[src/rtl/pipe_ctrl_pkg.sv]
// Shared types and constants for the pipeline hazard control unit.
package pipe_ctrl_pkg;

    localparam int unsigned REG_AW_DEF = 5;

    // Instruction word loaded into ID/EX when a bubble is inserted (addi x0,x0,0)
    localparam logic [31:0] NOP_INSN = 32'h0000_0013;

    typedef enum logic [1:0] {
        ST_RUN      = 2'd0,
        ST_LU_STALL = 2'd1,
        ST_MC_BUSY  = 2'd2
    } state_e;

endpackage

[src/rtl/pipe_hazard_ctrl_sat_counter.sv]
// Saturating up-counter with synchronous clear and asynchronous reset.
module sat_counter #(
    parameter int unsigned WIDTH = 8
) (
    input  logic             clk_i,
    input  logic             rst_i,
    input  logic             clr,
    input  logic             en,
    output logic [WIDTH-1:0] q
);

    // Count enabled cycles, sticking at all-ones; clear wins over enable
    always_ff @(posedge clk_i or posedge rst_i) begin
        if (rst_i) begin
            q <= '0;
        end else if (clr) begin
            q <= '0;
        end else if (en && (q != '1)) begin
            q <= q + WIDTH'(1);
        end
    end

endmodule

[src/rtl/pipe_hazard_ctrl.sv]
// Pipeline control for the 5-stage core: load-use stalls, EX redirects and
// multi-cycle op sequencing with a watchdog. Optional hazard statistics
// counters are enabled by defining HAZARD_STATS_EN.
module pipe_hazard_ctrl
    import pipe_ctrl_pkg::*;
#(
    parameter int unsigned REG_AW       = REG_AW_DEF,
    parameter int unsigned LU_STALL_CYC = 1,
    parameter int unsigned MC_TIMEOUT   = 64
) (
    input  logic              clk_i,
    input  logic              rst_i,
    input  logic [REG_AW-1:0] id_rs1_i,
    input  logic [REG_AW-1:0] id_rs2_i,
    input  logic              id_use_rs1_i,
    input  logic              id_use_rs2_i,
    input  logic              id_mc_i,
    input  logic              ex_memread_i,
    input  logic [REG_AW-1:0] ex_rd_i,
    input  logic              ex_redirect_i,
    input  logic              mc_done_i,
    output logic              pc_write_o,
    output logic              ID_redo_o,
    output logic              branch_flush_o,
    output logic              idex_bubble_o,
    output logic              mc_issue_o,
    output logic              mc_timeout_o,
    output logic [1:0]        state_o
`ifdef HAZARD_STATS_EN
    ,
    output logic [31:0]       stall_cnt_o,
    output logic [31:0]       flush_cnt_o
`endif
);

    localparam int unsigned LU_CNT_W = 2;
    localparam int unsigned MC_CNT_W = 8;
    localparam logic [LU_CNT_W-1:0] LU_LOAD = LU_CNT_W'(LU_STALL_CYC - 1);
    localparam logic [MC_CNT_W-1:0] MC_LAST = MC_CNT_W'(MC_TIMEOUT - 1);

    state_e              state_q;
    state_e              state_d;
    logic [LU_CNT_W-1:0] lu_cnt_q;
    logic [LU_CNT_W-1:0] lu_cnt_d;
    logic [MC_CNT_W-1:0] mc_cnt;
    logic                mc_clr;
    logic                mc_en;
    logic                tmo_q;
    logic                tmo_set;
    logic                lu_hit;

    // Load in EX writes a register the instruction in ID is about to read
    assign lu_hit = ex_memread_i && (ex_rd_i != '0) &&
                    ((id_use_rs1_i && (id_rs1_i == ex_rd_i)) ||
                     (id_use_rs2_i && (id_rs2_i == ex_rd_i)));

    // Mealy decode of control outputs and next state
    always_comb begin
        state_d        = state_q;
        lu_cnt_d       = lu_cnt_q;
        pc_write_o     = 1'b1;
        ID_redo_o      = 1'b0;
        branch_flush_o = 1'b0;
        idex_bubble_o  = 1'b0;
        mc_issue_o     = 1'b0;
        tmo_set        = 1'b0;
        mc_clr         = 1'b0;
        mc_en          = 1'b0;

        case (state_q)
            ST_LU_STALL: begin
                if (ex_redirect_i) begin
                    branch_flush_o = 1'b1;
                    idex_bubble_o  = 1'b1;
                    lu_cnt_d       = '0;
                    state_d        = ST_RUN;
                end else begin
                    ID_redo_o     = 1'b1;
                    pc_write_o    = 1'b0;
                    idex_bubble_o = 1'b1;
                    lu_cnt_d      = lu_cnt_q - LU_CNT_W'(1);
                    if (lu_cnt_q <= LU_CNT_W'(1)) begin
                        lu_cnt_d = '0;
                        state_d  = ST_RUN;
                    end
                end
            end

            ST_MC_BUSY: begin
                // Redirects cannot occur here: EX only holds bubbles
                if (mc_done_i) begin
                    state_d = ST_RUN;
                end else if (mc_cnt == MC_LAST) begin
                    tmo_set = 1'b1;
                    state_d = ST_RUN;
                end else begin
                    ID_redo_o     = 1'b1;
                    pc_write_o    = 1'b0;
                    idex_bubble_o = 1'b1;
                    mc_en         = 1'b1;
                end
            end

            default: begin
                // RUN, and the unused encoding which behaves as RUN
                state_d = ST_RUN;
                if (ex_redirect_i) begin
                    branch_flush_o = 1'b1;
                    idex_bubble_o  = 1'b1;
                end else if (lu_hit) begin
                    ID_redo_o     = 1'b1;
                    pc_write_o    = 1'b0;
                    idex_bubble_o = 1'b1;
                    if (LU_STALL_CYC > 1) begin
                        lu_cnt_d = LU_LOAD;
                        state_d  = ST_LU_STALL;
                    end
                end else if (id_mc_i) begin
                    mc_issue_o = 1'b1;
                    mc_clr     = 1'b1;
                    state_d    = ST_MC_BUSY;
                end
            end
        endcase

        // While reset is held the pipeline simply advances with nothing in flight
        if (rst_i) begin
            pc_write_o     = 1'b1;
            ID_redo_o      = 1'b0;
            branch_flush_o = 1'b0;
            idex_bubble_o  = 1'b0;
            mc_issue_o     = 1'b0;
        end
    end

    // State, load-use countdown and sticky watchdog flag
    always_ff @(posedge clk_i or posedge rst_i) begin
        if (rst_i) begin
            state_q  <= ST_RUN;
            lu_cnt_q <= '0;
            tmo_q    <= 1'b0;
        end else begin
            state_q  <= state_d;
            lu_cnt_q <= lu_cnt_d;
            tmo_q    <= tmo_q | tmo_set;
        end
    end

    assign state_o      = state_q;
    assign mc_timeout_o = tmo_q;

    // Cycles spent waiting on the multi-cycle unit
    sat_counter #(.WIDTH(MC_CNT_W)) u_mc_cnt (
        .clk_i (clk_i),
        .rst_i (rst_i),
        .clr   (mc_clr),
        .en    (mc_en),
        .q     (mc_cnt)
    );

`ifdef HAZARD_STATS_EN
    // Saturating counts of ID hold cycles and IF/ID flush cycles
    sat_counter #(.WIDTH(32)) u_stall_cnt (
        .clk_i (clk_i),
        .rst_i (rst_i),
        .clr   (1'b0),
        .en    (ID_redo_o),
        .q     (stall_cnt_o)
    );

    sat_counter #(.WIDTH(32)) u_flush_cnt (
        .clk_i (clk_i),
        .rst_i (rst_i),
        .clr   (1'b0),
        .en    (branch_flush_o),
        .q     (flush_cnt_o)
    );
`else
    // No statistics counters in this build
`endif

`ifndef SYNTHESIS
    // A redirect while the multi-cycle unit is busy means EX was not bubbled
    a_no_redirect_in_mc : assert property (
        @(posedge clk_i) disable iff (rst_i)
        !((state_q == ST_MC_BUSY) && ex_redirect_i)
    );
`endif

endmodule
[config.mk]
export PLATFORM = sky130hd
export DESIGN_NAME = pipe_hazard_ctrl
export DESIGN_NICKNAME = d
export VERILOG_FILES = /design/src/rtl/pipe_ctrl_pkg.sv /design/src/rtl/pipe_hazard_ctrl_sat_counter.sv /design/src/rtl/pipe_hazard_ctrl.sv
export SDC_FILE = /design/constraint.sdc
export NUM_CORES = 1
export LEC_CHECK = 0
export ABC_AREA = 1
export CELL_PAD_IN_SITES_DETAIL_PLACEMENT = 1
export CELL_PAD_IN_SITES_GLOBAL_PLACEMENT = 2
export CORE_UTILIZATION = 22
export CTS_CLUSTER_DIAMETER = 200
export CTS_CLUSTER_SIZE = 10
export DETAILED_ROUTE_END_ITERATION = 6
export PLACE_DENSITY_LB_ADDON = 0.1
export SETUP_SLACK_MARGIN = 0.3
export SLEW_MARGIN = 20
export SYNTH_ARGS = -nofsm -noshare
export SYNTH_HDL_FRONTEND = slang
export SYNTH_SLANG_ARGS = --single-unit
[constraint.sdc]
create_clock -name clk_i -period 1.89 [get_ports clk_i]
set_input_delay 0.189 -clock clk_i [delete_from_list [all_inputs] [get_ports clk_i]]
set_output_delay 0.189 -clock clk_i [all_outputs]
set_load 0.005 [all_outputs]
==> results of run 1 <==
## state kept, by name, indices dropped and copies added (netlist names)
signal        cells
u_mc_cnt.q        8
state_o           1
mc_timeout_o      1
## placed cells by master (no fill, tap or decap), drive strengths merged
| master | n |
|---|---|
| dlymetal6s2s | 1 |
| xor2 | 1 |
| clkdlybuf4s15 | 1 |
| nand2 | 61 |
| nor3 | 2 |
| conb | 1 |
| nand4 | 3 |
| nand3 | 9 |
| a21boi | 1 |
| dfrtp | 10 |
| buf | 32 |
| a21oi | 3 |
| clkdlybuf4s50 | 9 |
| o21ai | 6 |
| o21bai | 2 |
| inv | 42 |
| dlygate4sd2 | 14 |
| clkbuf | 3 |
| nor2 | 17 |
| ha | 1 |
## cell type report
type                            count  area [sq um]  area share
Multi-Input combinational cell    107           584       0.364
Timing Repair Buffer               57           505       0.315
Sequential cell                    10           250       0.156
Inverter                           42           163       0.101
Tap cell                           50          62.6      0.0389
Clock buffer                        3          41.3      0.0257
## per-layer routing
layer | GRT usage | up-vias
met4 | 0.0559 | 0
met1 | 0.160 | 512
li1 | - | 584
met5 | 0 | -
met3 | 0.0205 | 5
met2 | 0.271 | 18
## through the flow
| stage | setup WS (ns) | instances | total power [mW] | cell area, sq um |
|---|---|---|---|---|
| 6_report | -0.0489 | 269 | 0.837 | 1610 |
| 5_1_grt | -0.141 | 269 | 0.905 | 1610 |
| 4_1_cts | -0.0591 | 266 | 0.801 | 1520 |
| 3_5_place_dp | -0.323 | 251 | 0.529 | 1370 |
| 3_3_place_gp | -0.259 | 251 | 0.519 | 1370 |
| 2_1_floorplan | 0.330 | 160 | 0.383 | 927 |
## power breakdown
part / switching, mW / internal (mW)
clock network: 0.0857 / 0.140
logic: 0.159 / 0.194
registers: 0.0194 / 0.240
total: 0.264 / 0.573
## cell families (layout without fill, tap and decap cells)
logic type	Yosys count	count (layout)	share of synthesized area
simple gates	92	92	0.433
xor+xnor	1	1	0.00945
compound gates	12	12	0.0891
buf+inv	43	102	0.181
flops	10	10	0.270
fa+ha+maj	1	1	0.0135
other cells	1	1	0.00404
## worst max-delay path, cell delays in order (launching register included)
cell     delay [ns]
dfrtp_1        0.39
ha_2           0.20
inv_2          0.08
nor2_4         0.04
nand2_2        0.08
nand2_2        0.05
a21oi_2        0.16
o21ai_2        0.08
a21oi_2        0.14
buf_4          0.13
buf_6          0.08
buf_6          0.08
## worst paths after layout
kind	start	endpoint	slack [ns]	cells past startpoint
max	u_mc_cnt.q[0]	ID_redo_o	-0.05	11
min	rst_i	u_mc_cnt.q[5]	0.44	3
max reg2reg	u_mc_cnt.q[0]	u_mc_cnt.q[3]	0.16	13
min reg2reg	mc_timeout_o	mc_timeout_o	0.48	1
max in group asynchronous	rst_i	u_mc_cnt.q[4]	1.15	3
min in group clk_i	mc_timeout_o	mc_timeout_o	0.48	1
## repair_timing
action,4_1_cts,5_1_grt
pin swaps,15,23
gates resized for setup,54,23
buffers inserted,11,3
endpoints found under the setup margin,12,13
gates cloned,1,0
==> summary.md, run 1 <==
The net count of the finished layout is 245. During placement, the flow inserted port buffers numbering 29. The highest metal layer carrying signal wires in the routed design is met4. The share of the clock period used by the worst path after layout is 1.03, and the number of register bits inferred by synthesis is 10.

Across the VDD grid, the largest voltage drop is 0.163 mV. Clock root buffer master: clkbuf_8. The final layout contains routed wiring with a total length of 2.90 mm.

The critical path arrival came out at 1.75 ns. In the post-synthesis netlist, the biggest area contributors are dfrtp_1 (27%), nand2_1 (24%), inv_1 (16%), nor2_1 (6.1%), nand3_1 (3.8%). The clock input transition at the sequential cells of the worst setup and hold paths is 0.05 ns.

The post-DP HPWL is 2.25 mm. The startpoint type of the worst setup path is a flop. The tools report the count of final max-slew check failures as 0.

Measured along the y axis, the die boundary spans 66.9 microns. The commonest cells after synthesis are nand2_1 (59), inv_1 (39), nor2_1 (15). The tools report the number of nets with antenna violations after detailed routing as 0. The detailed router put a total of 1.24 mm of wire on met1. Clock tree synthesis inserted a total of 3 buffers.

In this run, synthesis inferred 0 flip-flops with an integrated enable. The run gives 24 as the count of unique library cells instantiated by Yosys. Summed over all cells, the static leakage comes to 0.926 nW.

The clock drives 10 sinks. Dominant cell type by area after synthesis: dfrtp_1. The placeable core region was 0.00403 sq mm. The layout cell share with drive strength beyond 1 is 0.342, and the per-cell routed wire length is 10.8 microns.

The average instance in the mapped netlist occupies 5.79 sq um. Using the TritonRoute via totals, the vias-per-cell ratio works out to 4.16. Clock latency on the worst-skew pair, taken at its later pin, is 0.24 ns. The final worst-path setup slack was -0.0489 ns; the combined area of all synthesized cells was 927 sq um.

The initial core utilization was 0.230; the worst path required time was 1.70 ns. Classification of the worst setup path: flop to output pin. TritonCTS built the clock tree. After detailed routing, the met3 layer carries 72 microns of wire.

The tools report the via count of the first global-routing pass as 1129. The run gives 2 as the count of endpoints failing setup in the final report. The cell count after synthesis came out at 160. The post-synthesis async set-or-reset flop share came out at 1.00.

Final cell utilization of the core: 0.399. The repair_antennas step left the layout with diodes totalling 0. The setup total negative slack was -0.0694 ns; the initial DRC count was 6.

In this run the power density over the cells is 521 mW/mm^2. The fraction of the yosys area taken by sequential cells was 0.270; the global-route total usage across every layer was 0.144. The most used flip-flop cell after synthesis is dfrtp_1.

The area growth from synthesis to layout was 73.3%; the hold violation count in the final report was 0. The number of hold buffers added after cts is 0, and the number of maximum-capacitance constraint violations is 0. Measured along the x axis, the die boundary spans 66.9 microns.

The number of warnings reported in the yosys synthesis log was 0; the total number of vias was 1119. The checks that failed: setup timing. The number of iterations in the first detailed-routing pass came out at 2. The die covers 0.00448 sq mm.

The remaining global-route overflow came out at 0. The min-delay analysis places its worst path in the category primary input to async pin. Final hold analysis gives a worst-case slack of 0.445 ns.

The congestion estimate from routability-driven global placement came to 0.763. The tools report the total of fill cells in the finished design as 535. Entering global routing, the biggest net connects 11 pins.

Number of placement rows: 23. The number of top-level pins was 31. The logs give 1 for the H-tree level count and 516 MHz for the achievable frequency. The run finished, with violations left. The worst setup path is captured at an output pin. The wire length of the first global-routing pass is 4.80 mm, and the minimum clock period is 1.94 ns. Setup repair after global routing could not meet its margin everywhere. In this run the deepest clock path goes through 2 buffers. The portion of synthesized cell area occupied by the leading cell type was 0.270; the initial antenna violation count was 0. The most common cell in the synthesized netlist is nand2_1. The detailed route wirelength on metal2 was 1.54 mm. The post-synth net total came out at 184. Clock tree skew after final layout: 0.00326 ns.

The maximum fanout along the worst path is 2, and the remaining design rule violation count is 0.
Power figures use the tool's default switching activity.
==> inputs of run 2 (changes only) <==
CORE_MARGIN = 4   (was default)
==> run 2 against run 1 <==
  * The flow now finishes without violations
  * Core utilization down 2.3 points
  * Via count down 3.3%
  * Register-to-register slack about the same
  * Setup slack better by 0.15 ns
  * Total power down 8.1%
  * Largest power group unchanged
  * Sequential share of layout area up 0.97 points
==> summary.md, run 2 (synthesized netlist as in run 1, its figures left out) <==
Setup repair after global routing could not meet its margin everywhere. Clock-pin slew was measured on the worst setup and hold paths at 0.05 ns. In the layout the commonest cells are nand2_1 (53), inv_1 (34), buf_4 (18).

At the end of routability-driven placement, the weighted congestion stood at 0.742. Share of the clock period used by the worst path after layout: 0.947. The area growth from synthesis to layout was 63.2%. The clock latency on the worst-skew pair is 0.23 ns.

The first routing iteration left 18 violations. The tools report the setup total negative slack as 0 ns. The tools report the count of endpoints failing setup in the final report as 0.

The run finished with clean final reports. Entering global routing, the biggest net connects 11 pins. The die covers 0.00532 sq mm. In this run the deepest clock path goes through 2 buffers. The count of antenna diodes in the layout came out at 0.

Among all stages on the critical path, the largest delay is contributed by dfrtp_1. The remaining design rule violation count was 0. The cell area after placement was 0.00137 sq mm.

The layout cell share with drive strength beyond 1 was 0.282. 31 I/O pins were placed. STA classifies the critical path startpoint as a flop.

TritonCTS built the clock tree. Dividing the detail-routed wire length by the instance count gives 10.8 microns. For the achievable frequency, the log shows 559 MHz.

The total of fill cells in the finished design was 539. The tightest hold path in the finished design has a slack of 0.447 ns. In the routed layout, each cell is associated on average with a via count of 4.11. The via count of the first global-routing pass came out at 1118.

The number of nets with antenna violations after detailed routing was 0. Initial antenna violation count: 0. The die is 72.9 microns wide.

Walking the worst path, the cells encountered are ha_2, inv_2, nor2_4, nand2_2, nand2_2, a21oi_2, o21ai_1, a21oi_2, inv_1, buf_2. The total length of routed wires is 2.85 mm. The worst hold path belongs to the class primary input to async pin.

Buffers inserted to repair hold after CTS numbered 0. The tools report the number of maximum-capacitance constraint violations as 0. For the critical path arrival, the log shows 1.60 ns. Counting I/O delays and the setup requirement, the final critical path takes 1.79 ns. The clock tree skew after final layout came out at 0.00649 ns.

The maximum fanout along the worst path works out to 2. For the count of final max-slew check failures, the log shows 0. The register with the most flip-flops in the layout has 8 of them. The global-route total usage across every layer came out at 0.116. The final route contains 1082 vias.

The kind of end point of the critical path was an output pin. After routing the design area is 0.00151 sq mm. The placeable core region was 0.00403 sq mm; the power density normalized to cell area was 508 mW/mm^2. The run gives 239 as the total number of nets in the final design. VDD sags by at most 0.215 mV. For the hold violation count in the final report, the log shows 0. Summed over all nets, the half-perimeter wirelength after detailed placement is 2.39 mm. For this run, the detailed router's first-pass iteration total came to 2. The final cell utilization of the core was 0.375; the H-tree level count was 1.

The library cell used most frequently in the layout, excluding fill and tap cells, is nand2_1. On the worst path, the slowest cell contributes a delay of 0.38 ns. The number of clock buffers added by TritonCTS is 3. The classification of the worst setup path is flop to output pin. The clock net in this run drives a total of 10 sinks. In this run the core area contains 23 standard-cell rows. The die outline height was 72.9 microns.

The tools report the remaining global-route overflow as 0. The analysis attributes to cell leakage a power of 0.879 nW. More flip-flops sit in one register than any other, and that register is u_mc_cnt.q. Clock root buffer master: clkbuf_8. Port buffering added 29 buffers.

The first global-routing pass estimated 4.91 mm of wire. The tools report the initial core utilization as 0.230. Data on the critical path is required at its endpoint by 1.70 ns.
## run 2: changes by cell type in the layout (fill, tap and decap cells not counted), moves of 2 or more
cell / before / now
buf_6: 10 / 3
o21ai_1: 0 / 3
inv_1: 32 / 34
o21ai_2: 3 / 1
nand2_2: 11 / 7
dlygate4sd2_1: 14 / 16
nand2_1: 49 / 53
inv_2: 9 / 7
## run 2: worst paths after layout
kind,startpoint,to,slack (ns),cells past startpoint
worst max-delay path,u_mc_cnt.q[0],pc_write_o,0.10,10
worst min register to register,mc_timeout_o,mc_timeout_o,0.48,1
worst min-delay path,rst_i,u_mc_cnt.q[5],0.45,3
max in group asynchronous,rst_i,u_mc_cnt.q[4],1.14,3
worst max register to register,u_mc_cnt.q[0],u_mc_cnt.q[3],0.17,13
min in group clk_i,mc_timeout_o,mc_timeout_o,0.48,1
## run 2: critical path, delay by kind of cell, from the launching register on
kind,cells,cell delay (ns)
compound gates,3,0.37
fa+ha+maj,1,0.19
buf+inv,3,0.24
flops,1,0.38
simple gates,3,0.18
## run 2: cell type report
class,instances,area [sq um],area share
multi-input combinational,107,562,0.371
timing repair buffer,51,434,0.287
sequential,10,250,0.165
inverter,42,163,0.108
tap,50,62.6,0.0414
clock buffer,3,41.3,0.0273
## run 2: timing repair
action | in CTS | in global routing
hold endpoints to repair | 0 | 0
gates resized for setup | 47 | 15
setup endpoints to repair | 10 | 13
pin swaps | 14 | 16
buffers inserted | 7 | 2
## run 2: power breakdown
group	leakage [nW]	switching, mW	internal, mW
sequential	0.134	0.0180	0.239
clock	0.0216	0.0823	0.139
combinational	0.723	0.137	0.153
## run 2: per-layer routing
metal	vias to the layer above	wire length, microns	GRT usage
li1	573	-	-
met1	492	1290	0.147
met2	15	1460	0.202
met3	2	66	0.0193
met4	0	25	0.0307
met5	-	0	0
## run 2: through the flow
stage / power, mW / worst slack (ns) / instances
global route: 0.832 / -0.0531 / 263
detailed placement: 0.528 / -0.314 / 251
floorplan: 0.383 / 0.330 / 160
CTS: 0.765 / 0.0570 / 261
global placement: 0.520 / -0.261 / 251
finish: 0.769 / 0.101 / 263
==> inputs of run 3 (changes only) <==
CORE_UTILIZATION = 23   (was 22)
CTS_BUF_LIST = sky130_fd_sc_hd__clkbuf_4 sky130_fd_sc_hd__clkbuf_8   (was default)
==> run 3 against run 2 <==
  * Wire length shrank 1.0%
  * Setup slack got worse by 0.041 ns
  * Worst hold slack worse by 0.023 ns
  * Final area up 4.5%
  * Critical path depth unchanged
  * Core utilization up 4.4 points
  * Critical path type unchanged
  * Largest cell class unchanged
  * Largest power group unchanged
==> summary.md, run 3 (synthesized netlist as in run 1, its figures left out) <==
The flow ran to the end, and the final reports show no timing, DRC or antenna violations. The run gives 1.64 ns as the critical path arrival. The peak supply drop came out at 0.163 mV. The detail-routed via count per cell came out at 4.21. The first TritonRoute pass finished after 4 iterations.

The run gives 0.321 as the clock network fraction of design power. The critical register-to-register path startpoint is u_mc_cnt.q[0]. Summing all multi-input logic gate instances after layout gives 567 sq um.

The tools report the number of nets with antenna violations after detailed routing as 0. The H-tree level count was 1; the count of buffers inserted at the top-level ports was 29. The total number of nets in the final design is 243. Setup repair after global routing could not meet its margin everywhere. The switching portion of total power was 0.300. Setup violations remaining at the end of the flow were counted as 0. For the worst setup path, the data required time is 1.70 ns.

The number of placement rows is 22. The minimum clock period is 1.83 ns, and the number of flip-flops under the largest register name is 8. For this run, the top clock speed supported by timing is 547 MHz. In this run the standard cell core region covers 0.00377 sq mm. From synthesis to final layout, the design area changed by 70.6%. Total of fill cells in the finished design: 503. The kind of end point of the critical path is an output pin.

In the final routed layout, each cell accounts on average for 10.6 microns. Combined flip-flop and latch cell area: 250 sq um. The die outline height works out to 71.5 microns. For the hold violation count in the final report, the log shows 0.

Final hold analysis gives a worst-case slack of 0.424 ns. The tools report the remaining design rule violation count as 0. The power density normalized to cell area is 551 mW/mm^2, and the net load switching power is 0.261 mW. The remaining global-route overflow is 0, and the worst setup slack for register-to-register paths is 0.18 ns. In this run the static leakage power is 0.962 nW.

The number of antenna diodes in the final layout is 0. In this run, the number of DRC markers left after iteration 0 of detailed routing was 21. The clock passes through at most 2 buffers.

The weighted congestion reported at the end of routability-driven placement came out at 0.826. For the number of maximum-capacitance constraint violations, the log shows 0. Of all nets on the critical path, the largest fanout is 2. The layout cell share with drive strength beyond 1 is 0.312. The total length of routed wires came out at 2.82 mm. The tools report the clock root buffer master as clkbuf_8.

Area enclosed by the die boundary: 0.00511 sq mm. Startpoint type of the worst setup path: a flop. The via count of the first global-routing pass was 1161. The most common library cell in the layout ignoring fill and taps was nand2_1.

The count of cells along the worst register-to-register path is 13, and the internal power is 0.610 mW. The tools report the wire length of the first global-routing pass as 4.78 mm. From left edge to right edge, the die measures 71.5 microns. In this run the critical register-to-register path is captured at u_mc_cnt.q[3].

The count of final max-slew check failures was 0. Once detailed placement completed, the half-perimeter wirelength came to 2.30 mm. The share of the clock period used by the worst path after layout works out to 0.968. The top cell types in the final layout, fill and taps aside, are nand2_1 (54), inv_1 (33), buf_4 (21).

More flip-flops sit in one register than any other, and that register is u_mc_cnt.q. Setup total negative slack on the finished layout was measured at 0 ns. In this run, CTS created clock tree buffers numbering 3.

The clock input transition at the sequential cells of the worst setup and hold paths works out to 0.05 ns. TritonCTS built the clock tree. The global-route total usage across every layer was 0.116.

The logs give 0 for the initial antenna violation count and 0.381 for the part of the total power dissipated in combinational logic. The run gives 0 as the number of hold buffers added after cts. The min-delay analysis places its worst path in the category primary input to async pin.

During I/O placement, the number of pins put on the boundary was 31. For this block, the via count after detailed routing is 1120. For the initial core utilization, the log shows 0.246. The clock latency on the worst-skew pair was 0.24 ns.

Classification of the worst setup path: flop to output pin. The logs give 0.298 for the part of the total power dissipated in sequential elements and 11 for the pin count of the biggest net entering global routing. The clock net in this run drives a total of 10 sinks. Between clock sinks in the finished design, the worst skew comes to 0.00267 ns.
==> run 3: layout make-up <==
| cell class | instances | share of cell area |
|---|---|---|
| Tap cell | 48 | 0.0380 |
| Sequential cell | 10 | 0.158 |
| Clock buffer | 4 | 0.0348 |
| Multi-Input combinational cell | 107 | 0.358 |
| Inverter | 42 | 0.103 |
| Timing Repair Buffer | 55 | 0.308 |
==> run 3: power groups by stage <==
| stage | Clock (mW) | Sequential [mW] | Combinational (mW) |
|---|---|---|---|
| after global placement | 0 | 0.258 | 0.261 |
| after CTS | 0.287 | 0.258 | 0.298 |
| after floorplan | 0 | 0.262 | 0.120 |
| after detailed placement | 0 | 0.262 | 0.269 |
| after global routing | 0.301 | 0.264 | 0.369 |
| final | 0.280 | 0.260 | 0.331 |
==> run 3: worst max path at each step <==
stage | start | endpoint | slack, ns | cells past startpoint
2_1_floorplan | u_mc_cnt.q[0] | pc_write_o | 0.33 | 9
3_3_place_gp | ex_rd_i[0] | ID_redo_o | -0.26 | 10
3_5_place_dp | ex_rd_i[0] | ID_redo_o | -0.31 | 10
4_1_cts | u_mc_cnt.q[1] | pc_write_o | 0.05 | 10
5_1_grt | u_mc_cnt.q[0] | pc_write_o | -0.06 | 10
6_report | u_mc_cnt.q[0] | pc_write_o | 0.06 | 10
==> run 3: critical path: stages, from the launching register on <==
cell	delay, ns
dfrtp_1	0.39
ha_2	0.20
inv_2	0.07
nor2_4	0.05
nand2_2	0.08
nand2_2	0.05
a21oi_2	0.14
o21ai_1	0.09
a21oi_1	0.16
inv_1	0.06
buf_2	0.12
==> run 3: what timing repair did <==
action | CTS | global route
resized for setup | 43 | 23
buffers inserted | 7 | 6
setup endpoints to repair | 11 | 13
pin swaps | 8 | 21
==> run 3: metrics by stage <==
| stage | power (mW) | instances | cell area [sq um] | utilization | worst slack (ns) |
|---|---|---|---|---|---|
| 2_1_floorplan | 0.383 | 160 | 927 | - | 0.330 |
| 3_3_place_gp | 0.520 | 249 | 1370 | 0.363 | -0.265 |
| 3_5_place_dp | 0.531 | 249 | 1370 | 0.363 | -0.311 |
| 4_1_cts | 0.843 | 260 | 1470 | 0.389 | 0.0455 |
| 5_1_grt | 0.934 | 266 | 1580 | 0.419 | -0.0597 |
| 6_report | 0.871 | 266 | 1580 | 0.419 | 0.0605 |
==> run 3: metal layers <==
metal | track usage | up-vias | part of all wire | wire [microns]
met5 | 0 | - | 0 | 0
met4 | 0.0313 | 0 | 0.0039 | 11
met3 | 0.0337 | 2 | 0.039 | 111
met2 | 0.215 | 21 | 0.54 | 1510
met1 | 0.128 | 511 | 0.42 | 1190
li1 | - | 586 | - | -
